--- config.mk ---
export PLATFORM = sky130hd
export DESIGN_NAME = gray_decoder
export DESIGN_NICKNAME = d
export VERILOG_FILES = /design/src/rtl/gray_decoder.sv
export SDC_FILE = /design/constraint.sdc
export NUM_CORES = 1
export LEC_CHECK = 0
export CAP_MARGIN = 25
export CORE_MARGIN = 3
export CORE_UTILIZATION = 35
export DETAILED_ROUTE_END_ITERATION = 8
export GPL_ROUTABILITY_DRIVEN = 0
export GPL_TIMING_DRIVEN = 0
export PLACE_DENSITY = 0.56
export SYNTH_ARGS = -nofsm -noshare
export SYNTH_HDL_FRONTEND = slang
export SYNTH_SLANG_ARGS = --single-unit
--- constraint.sdc ---
create_clock -name clk -period 1.6 [get_ports clk]
set_input_delay 0.16 -clock clk [delete_from_list [all_inputs] [get_ports clk]]
set_output_delay 0.16 -clock clk [all_outputs]
set_load 0.05 [all_outputs]
--- src/rtl/gray_decoder.sv ---
// gray_decoder: two-stage Gray-to-binary pipeline that classifies each
// decoded sample against the previous one and keeps a sticky error flag.
module gray_decoder #(
  parameter int WIDTH = 2
) (
  input  logic             clk,
  input  logic             not_reset,
  input  logic             en,
  input  logic [WIDTH-1:0] gray_in,
  input  logic             err_clear,
  output logic [WIDTH-1:0] bin_out,
  output logic             valid_out,
  output logic             step_up,
  output logic             step_down,
  output logic             hold,
  output logic             step_err,
  output logic             error
);

  typedef enum logic [1:0] {
    SYNC,
    TRACK,
    FAULT
  } state_t;

  state_t state_q;
  state_t state_d;

  logic [WIDTH-1:0] g1;
  logic             v1;
  logic [WIDTH-1:0] b;
  logic [WIDTH-1:0] last_bin;
  logic [WIDTH-1:0] delta;
  logic             up_d;
  logic             down_d;
  logic             hold_d;
  logic             err_d;
  logic             error_d;

  always_ff @(posedge clk or negedge not_reset) begin
    if (!not_reset) begin
      v1 <= 1'b0;
      g1 <= '0;
    end else begin
      v1 <= en;
      if (en) g1 <= gray_in;
    end
  end

  // Each binary bit is the parity of the Gray bits at and above it.
  always_comb begin
    b = '0;
    for (int i = 0; i < WIDTH; i++) begin
      b[i] = ^(g1 >> i);
    end
  end

  assign delta = b - last_bin;

  always_ff @(posedge clk or negedge not_reset) begin
    if (!not_reset) state_q <= SYNC;
    else            state_q <= state_d;
  end

  always_comb begin
    state_d = state_q;
    if (v1 && state_q == SYNC) state_d = TRACK;
    if (err_d)          state_d = FAULT;
    else if (err_clear) state_d = SYNC;
  end

  always_comb begin
    up_d   = 1'b0;
    down_d = 1'b0;
    hold_d = 1'b0;
    err_d  = 1'b0;
    if (v1 && state_q != SYNC) begin
      unique case (1'b1)
        (delta == '0):        hold_d = 1'b1;
        (delta == WIDTH'(1)): up_d   = 1'b1;
        (&delta):             down_d = 1'b1;
        default:              err_d  = 1'b1;
      endcase
    end
  end

  // A step error on the clearing edge wins over err_clear.
  assign error_d = err_d | (error & ~err_clear);

  always_ff @(posedge clk or negedge not_reset) begin
    if (!not_reset) begin
      bin_out   <= '0;
      last_bin  <= '0;
      valid_out <= 1'b0;
      step_up   <= 1'b0;
      step_down <= 1'b0;
      hold      <= 1'b0;
      step_err  <= 1'b0;
      error     <= 1'b0;
    end else begin
      valid_out <= v1;
      step_up   <= up_d;
      step_down <= down_d;
      hold      <= hold_d;
      step_err  <= err_d;
      error     <= error_d;
      if (v1) begin
        bin_out  <= b;
        last_bin <= b;
      end
    end
  end

endmodule

== Yosys cells after proc, flatten, opt, wreduce, memory -nomap -nowiden ==
Index checks and enable logic that the tools add are counted.

* Add/sub/neg operators: 1
* Bitwise logic cells: 3
* Mux-type cells: 11
* Reduce and logical (&&, ||, !) cells: 10
* Equal/unequal tests: 1

{| class="wikitable"
|+ Operators by type and width
! cell !! count
|-
| 2-to-1 mux 1 bit || 8
|-
| 2-to-1 mux 2 bit || 3
|-
| zero test 2 bit || 2
|-
| XOR reduction 2 bit || 2
|-
| nonzero test 3 bit || 1
|-
| OR reduction 3 bit || 1
|-
| equality test 2 x 1 -> 1 bit (second input constant) || 1
|-
| logical AND 1 bit || 2
|-
| AND reduction 2 bit || 1
|-
| nonzero test 2 bit || 1
|-
| subtractor 2 bit || 1
|-
| AND 1 bit || 1
|-
| NOT 1 bit || 1
|-
| OR 1 bit || 1
|}

* Bits in registers: 13
* Output and inout port bits: 8
* Word-level logic and storage cells: 36

== Longest topological paths before layout ==
* Depth after elaboration: 7
* Depth in mapped cells: 4

== Least setup slack after synthesis ==
OpenSTA, ideal clock, no wires.

* Path type: reg-to-reg
* Start: register last_bin[1]
* End: register state_q[0]
* Path slack: 0.118 ns
* Arrival: 1.360 ns
* Library setup time: 0.123 ns
* Cell stages (with the launch flop): 5
* Buffers on the path: 1
* Period minus slack after synthesis: 1.482 ns
* Cell sequence: dfrtp_1 > clkbuf_1 > nor2b_1 > mux2i_2 > o221a_1

* Longest elaborated chain between the ends: 6

{| class="wikitable"
|+ Ends and longest elaborated chain
! item !! RTL line !! source
|-
| from (decl) || 32 || <nowiki>logic [WIDTH-1:0] last_bin;</nowiki>
|-
| from (signal assigned) || 93 || <nowiki>last_bin <= '0;</nowiki>
|-
| from (signal assigned) || 109 || <nowiki>last_bin <= b;</nowiki>
|-
| subtractor 2 bit * || 58 || <nowiki>assign delta = b - last_bin;</nowiki>
|-
| equality test 2 x 1 -> 1 bit (tied with other cells) || 80 || <nowiki>(delta == WIDTH'(1)): up_d = 1'b1;</nowiki>
|-
| OR reduction 3 bit (no source line) * || n/a ||
|-
| 2-to-1 mux 1 bit * || 78 || <nowiki>unique case (1'b1)</nowiki>
|-
| 2-to-1 mux 1 bit * || 77 || <nowiki>if (v1 && state_q != SYNC) begin</nowiki>
|-
| nonzero test 3 bit (no source line) or 2-to-1 mux 2 bit (tied branches) || n/a ||
|-
| to (signal assigned) || 62 || <nowiki>else state_q <= state_d;</nowiki>
|-
| to (decl) || 26 || <nowiki>state_t state_q;</nowiki>
|}

Every way passes the cells marked *; elsewhere a longest branch is shown, timed or not.
A chain may end at the register's enable or synchronous reset.

== Final worst setup path ==
* Start: register step_err
* End: output port step_err

{| class="wikitable"
|+ RTL lines
! item !! RTL line !! source
|-
| from (decl) || 16 || <nowiki>output logic step_err,</nowiki>
|-
| from (signal assigned) || 105 || <nowiki>step_err <= err_d;</nowiki>
|}

No word-level cell between the ends.

==> results.py <==
metrics = {
    "sta": {
        "min_period_ps": 1550,
        "tightest_slew_ps": 559,
        "finalHoldViolCount": 0,
        "post-route-period-util": 0.969,
        "relSlewSlack": 0.626,
        "tns_ps": 0,
        "fin_skew_ps": 2.62,
        "slew_violations": 0,
        "timing.fmax_ghz": 0.645,
        "setup_viol_count_final": 0,
        "rsz0062_at_grt": "no",
    },
    "run_status": {
        "status": "finished clean",
    },
    "setup_path": {
        "r2r_cells": 4,
        "max_stage_delay_ps": 790,
        "crit_start": "step_err",
        "critPathBufInv": 1,
        "critPathCaptureType": "output pin",
        "cpMaxStageDelayCell": "clkdlybuf4s50_1",
        "r2r-start": "g1[0]",
        "path_depth": 1,
        "critPathLaunchType": "flip-flop",
        "crit_end": "step_err",
        "crit_arrival_ps": 1390,
        "crit_required_ps": 1440,
        "crit_family": "buffers and inverters",
        "path_cells": "clkdlybuf4s50_1",
        "rrSetupSlack_ps": 260,
        "path_max_fanout": 1,
        "r2r-end": "state_q[0]",
        "criticalPathCategory": "flip-flop to output pin",
    },
    "floorplanning": {
        "fp.coreArea_um2": 1400,
        "rows": 13,
        "die_x_um": 45.9,
        "die-area_um2": 2110,
        "start_util": 0.398,
        "pin_count": 14,
        "dieHeight_um": 45.9,
    },
    "power_and_ir_drop": {
        "totalPowerFinal_mw": 0.842,
        "clockPowerShare": 0.243,
        "switching_share": 0.337,
        "intPower_mw": 0.558,
        "power.density_nw_per_um2": 1140,
        "seq_power_share": 0.453,
        "p_sw_mw": 0.284,
        "vdd_drop_max_mv": 0.514,
        "p_leak_nw": 0.373,
        "p_comb_frac": 0.304,
    },
    "layout": {
        "finish.utilization": 0.529,
        "finalNetCount": 70,
        "instances_no_fill": 78,
        "area_growth_pct": 32.8,
        "final_common_cell": "dfrtp_1",
        "drive_gt1_frac": 0.175,
        "mostFrequentLayoutCells": "dfrtp_1, clkdlybuf4s50_1, nor2_1, a21oi_1, dlymetal6s2s_1",
        "num_antenna_cells": 0,
    },
    "synth": {
        "avgSynthCellArea_um2": 12.1,
        "syn_nets": 52,
        "ys_seq_area_frac": 0.584,
        "synth.distinct_cells": 21,
        "syn_inst": 46,
        "ys_ff_latch": 13,
        "synth_top_cell_by_area": "dfrtp_1",
        "ys_warn_count": 0,
        "synth_top_cell_area_share": 0.584,
        "synthTopCellsByArea": "dfrtp_1, mux2_2, a21oi_1",
        "synth_area_um2": 557,
    },
    "route": {
        "vias_per_cell": 5.00,
        "routed-via-count": 390,
        "route.detailed.drc": 0,
        "dr.pass1.iters": 4,
        "drtIter0Drc": 7,
        "wirelength_um": 995,
        "avgRoutedWirePerCell_um": 12.8,
        "detail-route-antenna-nets": 0,
    },
    "placed_design": {
        "place.port_buffers": 13,
        "dp.final_hpwl_um": 719,
        "placed_cells": 74,
    },
    "global_routing": {
        "grt_max_degree": 14,
        "grt_pass1_vias": 387,
        "antenna_found_initial": 0,
        "gr-usage-all-layers": 0.116,
        "grt_overflow": 0,
        "grt_pass1_wl_mm": 1.66,
    },
    "clock_network": {
        "cts_tree": "done",
        "clkSinkCount": 13,
        "cts-htree-levels": 1,
        "clockRootBuffer": "clkbuf_4",
        "post-cts-setup-buffers": 0,
        "clock_latency_ps": 270,
        "path_clk_slew_ps": 80,
        "cts_hold_buf": 0,
        "cts_buffers": 3,
        "clk_path_buf_depth": 2,
    },
    "min_path": {
        "hold_path.class": "primary input to asynchronous set/reset pin",
    },
    "flow_run": {
        "max_cap_violations": 0,
    },
}
per-layer routing:
| metal | vias to the layer above | routed length (um) | GRT usage |
|---|---|---|---|
| met5 | - | 0 | 0 |
| met4 | 0 | 24 | 0.0852 |
| met3 | 4 | 82 | 0.0237 |
| met2 | 20 | 482 | 0.201 |
| met1 | 175 | 405 | 0.122 |
| li1 | 191 | - | - |
power by group through the flow:
stage	registers (mW)	clock network [mW]	logic, mW
floorplan	0.456	0	0.115
CTS	0.382	0.209	0.259
global route	0.386	0.227	0.275
finish	0.381	0.205	0.256
detailed placement	0.389	0	0.264
global placement	0.387	0	0.256
worst register-to-register path, delay by kind of cell (launching register included):
family / cells / cell delay (ps)
buf+inv: 1 / 160
mux: 1 / 320
xor+xnor: 1 / 210
flops: 1 / 360
compound gates: 1 / 220
registers in the layout, summed over array words and instances, names as in the netlist:
signal and flops:
state_q 2, v1 1, last_bin 2, step_err 1
step_down 1, error 1, step_up 1, valid_out 1
g1 2, hold 1
cells in the mapped netlist, drive strengths merged:
master and count:
o221a 1, clkbuf 1, nor2 4, inv 1, xnor2 2, dfrtp 13, o21ai 1, o2bb2ai 2
or3b 1, nand3b 2, nor3b 1, xor2 1, a21oi 4, buf 2, or2 1, mux2i 1
nor2b 2, nand2 3, mux2 3
timing repair:
item | 4_1_cts | 5_1_grt
endpoints found under the hold margin | 0 | 0
endpoints found under the setup margin | 2 | 4
gates resized for setup | 2 | 4
how the worst min path moves through the flow:
stage	from	to	cells past startpoint
final	not_reset	step_down	1
after floorplan	not_reset	error	0
after global placement	v1	valid_out	0
after global routing	not_reset	step_down	1
after CTS	not_reset	step_err	1
after detailed placement	error	error	1
per-stage QoR:
stage	hold slack (ps)	cell area [um2]	setup WS (ps)
after detailed placement	487	706	173
after floorplan	-136	557	118
after global routing	284	739	2.67
after CTS	259	729	8.36
final	239	739	49.3
after global placement	477	706	188
cell type report:
type | instances | area, um2
buffer | 3 | 16.3
clock buffer | 4 | 26.3
fill | 126 | 659
inverter | 1 | 3.75
multi-input combinational | 29 | 211
sequential | 13 | 325
tap | 15 | 18.8
timing repair buffer | 13 | 138
logic make-up after synthesis:
kind of cell    after synthesis  share of synthesized area
compound gates                8                     0.0966
flops                        13                      0.584
xor+xnor                      3                     0.0607
simple gates                 14                      0.137
buf+inv                       4                     0.0359
mux                           4                     0.0854
Note: power is estimated with default switching activity, not from simulation.
